`src/rtl/core_pkg.sv`:
```
// Shared core package: datapath width, functional-unit status and the
// divider's state encoding.
package core_pkg;

  localparam int XLEN = 32;

  // Most negative two's complement value; the signed-overflow dividend.
  localparam logic [XLEN-1:0] MIN_INT = {1'b1, {(XLEN-1){1'b0}}};

  // Functional-unit status reported to the issue logic.
  typedef enum logic {
    FREE = 1'b0,
    BUSY = 1'b1
  } fu_state_e;

  // Divider control states.
  typedef enum logic [1:0] {
    IDLE   = 2'd0,
    DIVIDE = 2'd1,
    FIXUP  = 2'd2,
    DONE   = 2'd3
  } div_state_e;

endpackage

```
`src/rtl/nonrestoring_divider.sv`:
```
// Iterative radix-2 non-restoring divider (DIV/DIVU/REM/REMU), one quotient
// bit per enabled cycle, with RISC-V divide-by-zero and overflow results.
//
// Handshake: a request is accepted on an enabled edge where start_i is high
// and fu_state_o is FREE; operands are captured on that edge only. Results
// appear on quotient_o/remainder_o together with a valid_o pulse (held
// through a stall in DONE) and stay put until the next accept.
module nonrestoring_divider
  import core_pkg::*;
(
  input  logic            clk_i,
  input  logic            rst_i,
  input  logic            clk_en_i,
  input  logic            start_i,
  input  logic            signed_i,
  input  logic [XLEN-1:0] dividend_i,
  input  logic [XLEN-1:0] divisor_i,
  output logic [XLEN-1:0] quotient_o,
  output logic [XLEN-1:0] remainder_o,
  output logic            valid_o,
  output fu_state_e       fu_state_o,
  output div_state_e      dbg_state_o
);

  localparam int CNT_W = $clog2(XLEN) + 1;
  localparam logic [CNT_W-1:0] LAST_ITER = CNT_W'(XLEN - 1);

  div_state_e state_q, state_d;

  // Partial remainder is one bit wider than the operands so that the
  // magnitude of MIN_INT (2^(XLEN-1)) and the signed intermediate both fit.
  logic [XLEN:0]    p_q;
  logic [XLEN-1:0]  q_q;         // dividend bits shifting out / quotient bits in
  logic [XLEN-1:0]  d_q;         // divisor magnitude
  logic [XLEN-1:0]  a_raw_q;     // raw dividend, remainder for divide-by-zero
  logic [CNT_W-1:0] cnt_q;
  logic             q_neg_q;
  logic             r_neg_q;
  logic             div0_q;
  logic             ovf_q;

  // Operand decode for the accept edge.
  logic            dd_neg, dv_neg;
  logic [XLEN-1:0] a_mag, b_mag;
  logic            div0_in, ovf_in;

  // Shared adder/subtractor.
  logic [XLEN:0] p_sh;
  logic [XLEN:0] add_a;
  logic          add_sub;
  logic [XLEN:0] add_res;

  // Sign-corrected results presented in FIXUP.
  logic [XLEN-1:0] r_mag;
  logic [XLEN-1:0] q_res;
  logic [XLEN-1:0] r_res;

  // Operand magnitudes, result signs and special-case detection at accept.
  always_comb begin
    dd_neg  = signed_i & dividend_i[XLEN-1];
    dv_neg  = signed_i & divisor_i[XLEN-1];
    a_mag   = dd_neg ? -dividend_i : dividend_i;
    b_mag   = dv_neg ? -divisor_i : divisor_i;
    div0_in = (divisor_i == '0);
    ovf_in  = signed_i & (dividend_i == MIN_INT) & (divisor_i == '1);
  end

  // One adder serves both the DIVIDE step and the FIXUP restore.
  always_comb begin
    p_sh = {p_q[XLEN-1:0], q_q[XLEN-1]};
    if (state_q == FIXUP) begin
      add_a   = p_q;
      add_sub = 1'b0;
    end else begin
      add_a   = p_sh;
      add_sub = ~p_q[XLEN];
    end
    add_res = add_sub ? (add_a - {1'b0, d_q}) : (add_a + {1'b0, d_q});
  end

  // Restore a negative final remainder, apply signs, then special overrides.
  always_comb begin
    r_mag = p_q[XLEN] ? add_res[XLEN-1:0] : p_q[XLEN-1:0];
    if (div0_q) begin
      q_res = '1;
      r_res = a_raw_q;
    end else if (ovf_q) begin
      q_res = MIN_INT;
      r_res = '0;
    end else begin
      q_res = q_neg_q ? -q_q : q_q;
      r_res = r_neg_q ? -r_mag : r_mag;
    end
  end

  // State register; reset wins over the clock enable.
  always_ff @(posedge clk_i) begin
    if (rst_i) begin
      state_q <= IDLE;
    end else if (clk_en_i) begin
      state_q <= state_d;
    end
  end

  // Next-state logic.
  always_comb begin
    state_d = state_q;
    case (state_q)
      IDLE:    if (start_i) state_d = (div0_in | ovf_in) ? FIXUP : DIVIDE;
      DIVIDE:  if (cnt_q == LAST_ITER) state_d = FIXUP;
      FIXUP:   state_d = DONE;
      DONE:    state_d = IDLE;
      default: state_d = IDLE;
    endcase
  end

  // Status outputs decoded from the current state.
  always_comb begin
    valid_o     = (state_q == DONE);
    fu_state_o  = (state_q == IDLE) ? FREE : BUSY;
    dbg_state_o = state_q;
  end

  // Datapath: operand capture, shift/add-subtract iterations, result register.
  always_ff @(posedge clk_i) begin
    if (rst_i) begin
      p_q         <= '0;
      q_q         <= '0;
      d_q         <= '0;
      a_raw_q     <= '0;
      cnt_q       <= '0;
      q_neg_q     <= 1'b0;
      r_neg_q     <= 1'b0;
      div0_q      <= 1'b0;
      ovf_q       <= 1'b0;
      quotient_o  <= '0;
      remainder_o <= '0;
    end else if (clk_en_i) begin
      case (state_q)
        IDLE: begin
          if (start_i) begin
            p_q     <= '0;
            q_q     <= a_mag;
            d_q     <= b_mag;
            a_raw_q <= dividend_i;
            cnt_q   <= '0;
            q_neg_q <= dd_neg ^ dv_neg;
            r_neg_q <= dd_neg;
            div0_q  <= div0_in;
            ovf_q   <= ovf_in;
          end
        end
        DIVIDE: begin
          p_q   <= add_res;
          q_q   <= {q_q[XLEN-2:0], ~add_res[XLEN]};
          cnt_q <= cnt_q + CNT_W'(1);
        end
        FIXUP: begin
          quotient_o  <= q_res;
          remainder_o <= r_res;
        end
        default: ;
      endcase
    end
  end

endmodule

```
`config.mk`:
```
export PLATFORM = sky130hd
export DESIGN_NAME = nonrestoring_divider
export DESIGN_NICKNAME = d
export VERILOG_FILES = /design/src/rtl/core_pkg.sv /design/src/rtl/nonrestoring_divider.sv
export SDC_FILE = /design/constraint.sdc
export NUM_CORES = 1
export LEC_CHECK = 0
export BUFFER_PORTS_ARGS = -buffer_cell sky130_fd_sc_hd__buf_4
export CAP_MARGIN = 30
export CORE_AREA = 5 5 168 170
export CTS_CLUSTER_DIAMETER = 80
export DETAILED_ROUTE_END_ITERATION = 6
export DIE_AREA = 0 0 173 175
export GPL_TIMING_DRIVEN = 1
export HOLD_SLACK_MARGIN = 0.02
export PLACE_DENSITY = 0.74
export SYNTH_ARGS = -nofsm -noshare
export SYNTH_HDL_FRONTEND = slang
export SYNTH_SLANG_ARGS = --single-unit
```
`constraint.sdc`:
```
create_clock -name clk_i -period 4.98 [get_ports clk_i]
set_input_delay 0.498 -clock clk_i [delete_from_list [all_inputs] [get_ports clk_i]]
set_output_delay 0.498 -clock clk_i [all_outputs]
set_load 0.02 [all_outputs]
```
==> impl_metrics.py, run 1 <==
metrics = {
    "setup_path": {
        "crit_family": "simple AND/OR/NAND/NOR gates",
        "critPathBufInv": 1,
        "critical_path.max_stage_delay_ns": 0.43,
        "worstSetupPathType": "reg2reg",
        "cpMaxStageDelayCell": "sky130_fd_sc_hd__or4_4",
        "timing.critical_path.to_type": "register",
        "critPathLaunchType": "register",
        "critical_path.cell_chain": "or3_4 > or4_4 > or3_4 > o21ai_2 > buf_6 > xor2_2 > ha_2 > a211oi_2 > o21ai_1 > a211oi_2 > nor2_1 > a311oi_4 > xnor2_2 > o41a_1 > nor2_1 > nand4b_1 > mux2_4 > nor4_2",
        "cp.arrival_ns": 5.38,
        "worstPathRequired_ns": 5.44,
        "path_max_fanout": 6,
    },
    "power": {
        "power-per-cell-area_mw_per_mm2": 380,
        "p_sw_frac": 0.382,
        "p_switching_mw": 2.61,
        "intPower_mw": 4.22,
        "power.combinational.fraction": 0.459,
        "pwr-share-clk": 0.266,
        "vdd_drop_max_uv": 258,
        "total_leakage_power_nw": 7.18,
        "total_power_mw": 6.83,
        "seqPwrFrac": 0.275,
    },
    "final_layout": {
        "drive_gt1_frac": 0.226,
        "n_fill_cell": 2394,
        "post_layout_nets": 2265,
        "diodes": 0,
        "area_delta_synth_final_pct": 24.8,
        "finalNonFillerCells": 2504,
        "fin_util": 0.676,
    },
    "cts": {
        "number_of_buffers_inserted_during_clock_tree_synthesis": 24,
        "cts.hold.buffers_added": 0,
        "root_buffer": "sky130_fd_sc_hd__clkbuf_16",
        "insertion_delay_ns": 0.54,
        "clk_transition_reported_paths_ns": 0.07,
        "ctsHtreeMaxLevel": 1,
        "cts_buffer_depth": 3,
        "cts.sinks": 205,
        "clock_tree_from_tritoncts": "built",
    },
    "grt": {
        "grt_pass1_wl_um": 76300,
        "groute.usage.overall": 0.303,
        "pin_count_of_the_biggest_net_entering_global_routing": 115,
        "grt-ovfl-total": 0,
        "grt_antenna_before_repair": 0,
        "first_global_vias": 14300,
    },
    "synth": {
        "async_flop_share": 0,
        "ys_top_cells_by_count": "271 x sky130_fd_sc_hd__nand2_1, 240 x sky130_fd_sc_hd__nor2_1, 205 x sky130_fd_sc_hd__dfxtp_1",
        "ys_ff_latch": 205,
        "synth_top_area_cell": "sky130_fd_sc_hd__dfxtp_1",
        "synth_top_cells_by_area": "sky130_fd_sc_hd__dfxtp_1 29%, sky130_fd_sc_hd__nand2_1 7.1%, sky130_fd_sc_hd__nor2_1 6.3%, sky130_fd_sc_hd__a21oi_1 5.6%, sky130_fd_sc_hd__xor2_1 5.1%",
        "netlist.area_leader.share": 0.285,
        "number_of_flops_mapped_to_enable_cells_by_yosys": 0,
        "net_count_synth": 2064,
        "post_synth_instance_area_mm2": 0.0144,
        "post_synth_num_cell_types": 93,
        "average_size_of_a_mapped_cell_um2": 7.39,
        "yosys_most_used_dff": "sky130_fd_sc_hd__dfxtp_1",
        "yosys_warnings": 0,
        "sequential_fraction_of_the_synthesis_area": 0.285,
        "number_of_cells_produced_by_synthesis": 1946,
        "synth.most_common_cell": "sky130_fd_sc_hd__nand2_1",
    },
    "sta": {
        "timing.final.setup_violations": 0,
        "setup_tns_ns": 0,
        "largest_clock_skew_in_the_final_design_ns": 0.0190,
        "tightest_slew_ns": 0.952,
        "max-slew-margin-rel": 0.365,
        "timing.final.max_slew_violations": 0,
        "hold_violations": 0,
        "fmax_ghz": 0.203,
        "slack_of_the_critical_path_ns": 0.0525,
        "fin_crit_sh": 0.989,
        "rsz_0062_raised_after_global_routing": "yes",
        "final_period_minus_worst_setup_slack_ns": 4.93,
    },
    "detailed_routing": {
        "detail_route.wirelength_um": 48700,
        "drtPass1Iterations": 5,
        "routedLengthMet1_um": 20200,
        "vias": 15200,
        "route.detailed.wl_per_inst_um": 19.5,
        "drt.antenna.violating_nets": 0,
        "met3RoutedLength_um": 2910,
        "dr.max_layer_used": "met4",
        "drt-vias-per-instance": 6.07,
        "drt-initial-drc-count": 1118,
        "wl_met2_um": 23100,
        "drt_drc_violations_left": 0,
    },
    "floorplanning": {
        "start_util": 0.541,
        "design.die.area_mm2": 0.0303,
        "io_pins": 137,
        "die_width_um": 173,
        "floorplan.core_area_mm2": 0.0266,
        "placementRows": 60,
        "floorplan.die.height_um": 175,
    },
    "placed_design": {
        "place.port_buffers": 136,
        "dp_cells": 2448,
        "gpl.final_weighted_congestion": 0.965,
        "dpl.hpwl_um": 36100,
        "post-place-ws_ns": -0.100,
    },
    "status": {
        "run_status": "finished, final reports clean",
    },
    "worst_hold_path": {
        "timing.hold.worst.class": "in2reg",
    },
    "run": {
        "maxCapViolations": 0,
    },
}
-- metrics by stage --
step	instance area (µm²)	hold slack [ns]
after floorplan	14400	0.432
after global placement	16500	0.443
after detailed placement	16600	0.448
after CTS	17500	0.229
after global routing	18000	0.245
final	18000	0.244
-- flip-flops by register name, indices dropped and copies added, names as in the netlist --
| register | cells |
|---|---|
| q_neg_q | 1 |
| div0_q | 1 |
| q_q | 32 |
| d_q | 32 |
| p_q | 33 |
| quotient_o | 32 |
| remainder_o | 32 |
| ovf_q | 1 |
| cnt_q | 6 |
| r_neg_q | 1 |
| dbg_state_o | 2 |
| a_raw_q | 32 |
-- layer usage --
metal	vias up	track usage
met5	-	0
met4	0	0.141
met3	127	0.0448
met2	564	0.523
met1	7128	0.375
li1	7377	-
-- worst paths after layout --
kind,startpoint,endpoint,slack (ns),depth (start not counted)
max,d_q[7],remainder_o[31],0.05,18
min,dividend_i[10],a_raw_q[10],0.24,3
min reg2reg,a_raw_q[1],a_raw_q[1],0.45,2
max reg2reg,d_q[7],remainder_o[31],0.05,18
-- worst reg2reg max path: cells and delay by family (launching register included) --
kind,cells,cell delay [ns]
AOI/OAI and AO/OA,6,1.58
xor gates and xnor gates,2,0.33
and+or+nand+nor,7,1.85
adders and majority gates,1,0.36
DFF,1,0.31
muxes,1,0.32
buffers and inverters,1,0.13
-- placed cells by master, fill, tap and decap left out, types with 42 or more instances in the layout --
cell,n
sky130_fd_sc_hd__nand2_1,270
sky130_fd_sc_hd__o21ai_0,97
sky130_fd_sc_hd__buf_4,301
sky130_fd_sc_hd__xor2_1,82
sky130_fd_sc_hd__nor2_1,236
sky130_fd_sc_hd__a21oi_1,150
sky130_fd_sc_hd__nor3_1,53
sky130_fd_sc_hd__xnor2_1,78
sky130_fd_sc_hd__dfxtp_1,204
sky130_fd_sc_hd__ha_1,42
-- final cells by class --
type                    instances  area (µm²)  area share
multi-input cells            1578       10100       0.564
clock inverters                13         165     0.00920
inverters                      31         116     0.00648
flip-flops and latches        205        4110       0.229
clock buffers                  29         639      0.0356
well taps                     341         427      0.0238
repair buffers                307        2370       0.132
-- cell families after synthesis --
family,count (synthesis),share of synthesized area
flip-flops,205,0.285
buffers and inverters,163,0.0438
adder cells (fa/ha/maj),49,0.0431
XOR/XNOR,168,0.103
AO/OA/AOI/OAI,527,0.236
multiplexers,48,0.0363
AND/OR/NAND/NOR,786,0.253
-- power groups by stage --
| stage | logic [mW] | registers (mW) | clock network [mW] |
|---|---|---|---|
| 3_3_place_gp | 2.76 | 1.91 | 0 |
| 2_1_floorplan | 1.66 | 1.92 | 0 |
| 5_1_grt | 3.38 | 1.89 | 1.90 |
| 3_5_place_dp | 2.79 | 1.91 | 0 |
| 4_1_cts | 2.86 | 1.88 | 1.84 |
| 6_report | 3.13 | 1.88 | 1.82 |
-- repair_timing --
item	in CTS	in global routing
buffers inserted	5	9
pin swaps	6	37
setup endpoints to repair	3	19
resized for setup	15	79
Power figures use the tool's default switching activity.
==> run 2, diff against run 1 <==
CELL_PAD_IN_SITES_DETAIL_PLACEMENT = 1   (was default)
CELL_PAD_IN_SITES_GLOBAL_PLACEMENT = 1   (was default)
CORE_AREA = 5 5 196 198   (was 5 5 168 170)
DIE_AREA = 0 0 201 203   (was 0 0 173 175)
==> impl_metrics.py, run 2 (synthesis results as in run 1) <==
metrics = {
    "power": {
        "total_leakage_power_nw": 7.35,
        "total_power_mw": 7.24,
        "vdd_drop_max_uv": 284,
        "power-per-cell-area_mw_per_mm2": 391,
    },
    "sta": {
        "timing.final.max_slew_violations": 0,
        "fin_crit_sh": 1.01,
        "hold_violations": 0,
        "timing.final.setup_violations": 2,
        "largest_clock_skew_in_the_final_design_ns": 0.0146,
        "slack_of_the_critical_path_ns": -0.0461,
        "tightest_slew_ns": 1.05,
        "final_period_minus_worst_setup_slack_ns": 5.03,
        "hold-worst-slack_ns": 0.218,
        "rsz_0062_raised_after_global_routing": "yes",
        "fmax_ghz": 0.199,
        "max-slew-margin-rel": 0.297,
    },
    "detailed_routing": {
        "drt.antenna.violating_nets": 0,
        "route.detailed.wl_per_inst_um": 21.7,
        "detail_route.wirelength_um": 57700,
        "drtPass1Iterations": 5,
        "drt-vias-per-instance": 5.86,
        "vias": 15600,
        "met3RoutedLength_um": 2700,
        "wl_met2_um": 27900,
        "drt_drc_violations_left": 0,
        "drt-initial-drc-count": 866,
        "dr.max_layer_used": "met4",
        "routedLengthMet1_um": 24200,
    },
    "final_layout": {
        "n_fill_cell": 4509,
        "multiInputGateArea_mm2": 0.0103,
        "drive_gt1_frac": 0.242,
        "max_reg_flops": 33,
        "fin_util": 0.510,
        "regMostFlops": "p_q",
        "post_layout_nets": 2290,
        "layout.area.seq_mm2": 0.00411,
        "stdcell_area_mm2": 0.0185,
        "area_delta_synth_final_pct": 28.9,
        "most-common-layout-cells": "316 x sky130_fd_sc_hd__buf_4, 268 x sky130_fd_sc_hd__nand2_1, 234 x sky130_fd_sc_hd__nor2_1, 203 x sky130_fd_sc_hd__dfxtp_1, 150 x sky130_fd_sc_hd__a21oi_1",
        "diodes": 0,
        "layout_commonest_cell": "sky130_fd_sc_hd__buf_4",
    },
    "floorplanning": {
        "die_width_um": 201,
        "placementRows": 70,
        "floorplan.die.height_um": 203,
        "floorplan.core_area_mm2": 0.0363,
        "io_pins": 137,
        "start_util": 0.396,
        "design.die.area_mm2": 0.0408,
    },
    "setup_path": {
        "timing.critical_path.mode_cell": "sky130_fd_sc_hd__nand3_1",
        "critical_path.max_stage_delay_ns": 0.42,
        "timing.critical_path.to_type": "register",
        "critical_path.cell_chain": "or3_4 > or4_4 > or3_4 > o41ai_4 > xor2_1 > ha_1 > buf_6 > nand4_1 > nor2_1 > nand3_1 > o21a_1 > buf_6 > buf_4 > nand3_1 > nand3_1 > or2_4 > nor4_1 > a21oi_1 > mux2i_1 > a211oi_1",
        "path_max_fanout": 4,
        "cpMaxStageDelayCell": "sky130_fd_sc_hd__or4_4",
        "worstRegToRegCells": 20,
        "worstSetupPathType": "reg2reg",
        "worstPathRequired_ns": 5.44,
        "crit_path_start": "d_q[7]",
        "cp.arrival_ns": 5.48,
        "critPathLaunchType": "register",
        "reg2reg_from": "d_q[7]",
        "reg2reg_slack_ns": -0.05,
        "critical_path.reg2reg.endpoint": "remainder_o[28]",
    },
    "worst_hold_path": {
        "min_path_cells": 3,
        "worstHoldStart": "dividend_i[30]",
        "min_delay_worst_endpoint": "a_raw_q[30]",
        "timing.hold.worst.class": "in2reg",
    },
    "grt": {
        "pin_count_of_the_biggest_net_entering_global_routing": 127,
        "grt_antenna_before_repair": 0,
        "first_global_vias": 15900,
        "grt-ovfl-total": 0,
        "groute.usage.overall": 0.266,
        "grt_pass1_wl_um": 88600,
    },
    "cts": {
        "number_of_buffers_inserted_during_clock_tree_synthesis": 27,
        "clock_tree_from_tritoncts": "built",
        "insertion_delay_ns": 0.56,
        "ctsHtreeMaxLevel": 1,
        "cts.sinks": 205,
        "root_buffer": "sky130_fd_sc_hd__clkbuf_16",
        "clk_transition_reported_paths_ns": 0.06,
        "cts_buffer_depth": 3,
    },
    "status": {
        "violations": "negative setup slack",
        "run_status": "finished, violations left",
    },
    "placed_design": {
        "place.port_buffers": 136,
        "dpl.hpwl_um": 42500,
        "placed_instance_area_mm2": 0.0168,
        "gpl.final_weighted_congestion": 0.920,
    },
    "run": {
        "maxCapViolations": 0,
    },
}
-- run 2: cell type report --
class,instances,area share
Clock buffer,42,0.0438
Inverter,31,0.00628
Timing Repair Buffer,329,0.139
Sequential cell,205,0.222
Tap cell,468,0.0316
Multi-Input combinational cell,1578,0.553
Clock inverter,7,0.00500
-- run 2: power breakdown --
group          internal (mW)  total [mW]  switching (mW)
combinational           1.47        3.36            1.89
sequential              1.76        1.88           0.124
clock                   1.22        2.00           0.787
total                   4.45        7.24            2.80
-- run 2: worst max path at each step --
stage | endpoint | slack (ns) | cells after the start
2_1_floorplan | remainder_o[31] | 0.0005 | 23
3_3_place_gp | remainder_o[25] | -0.12 | 19
3_5_place_dp | remainder_o[21] | -0.24 | 19
4_1_cts | remainder_o[31] | 0.002 | 18
5_1_grt | remainder_o[28] | -0.28 | 20
6_report | remainder_o[28] | -0.05 | 20
-- run 2: worst max-delay path, delay by kind of cell (launching register included) --
family,cells,cell delay (ns)
AO/OA/AOI/OAI,4,0.87
XOR/XNOR,1,0.12
adder cells (fa/ha/maj),1,0.41
buffers and inverters,3,0.40
flip-flops,1,0.31
multiplexers,1,0.15
AND/OR/NAND/NOR,10,2.65
-- run 2: per-stage QoR --
stage | instances | setup slack [ns] | setup TNS [ns]
6_report | 2660 | -0.0461 | -0.0656
5_1_grt | 2660 | -0.284 | -1.37
4_1_cts | 2643 | 0.00212 | 0
3_5_place_dp | 2592 | -0.241 | -2.30
3_3_place_gp | 2592 | -0.118 | -0.721
2_1_floorplan | 1946 | 0.000511 | 0
-- run 2: repair_timing --
item                                    CTS  global route
gates resized for setup                  28            97
pin swaps                                11            49
hold buffers                              0             0
buffers inserted                          2            15
endpoints found under the setup margin   15            19
-- run 2: layer usage --
metal  vias to the layer above  GRT usage
li1                       7416          -
met1                      7657      0.325
met2                       396      0.463
met3                       122     0.0382
met4                         0      0.121
met5                         -          0
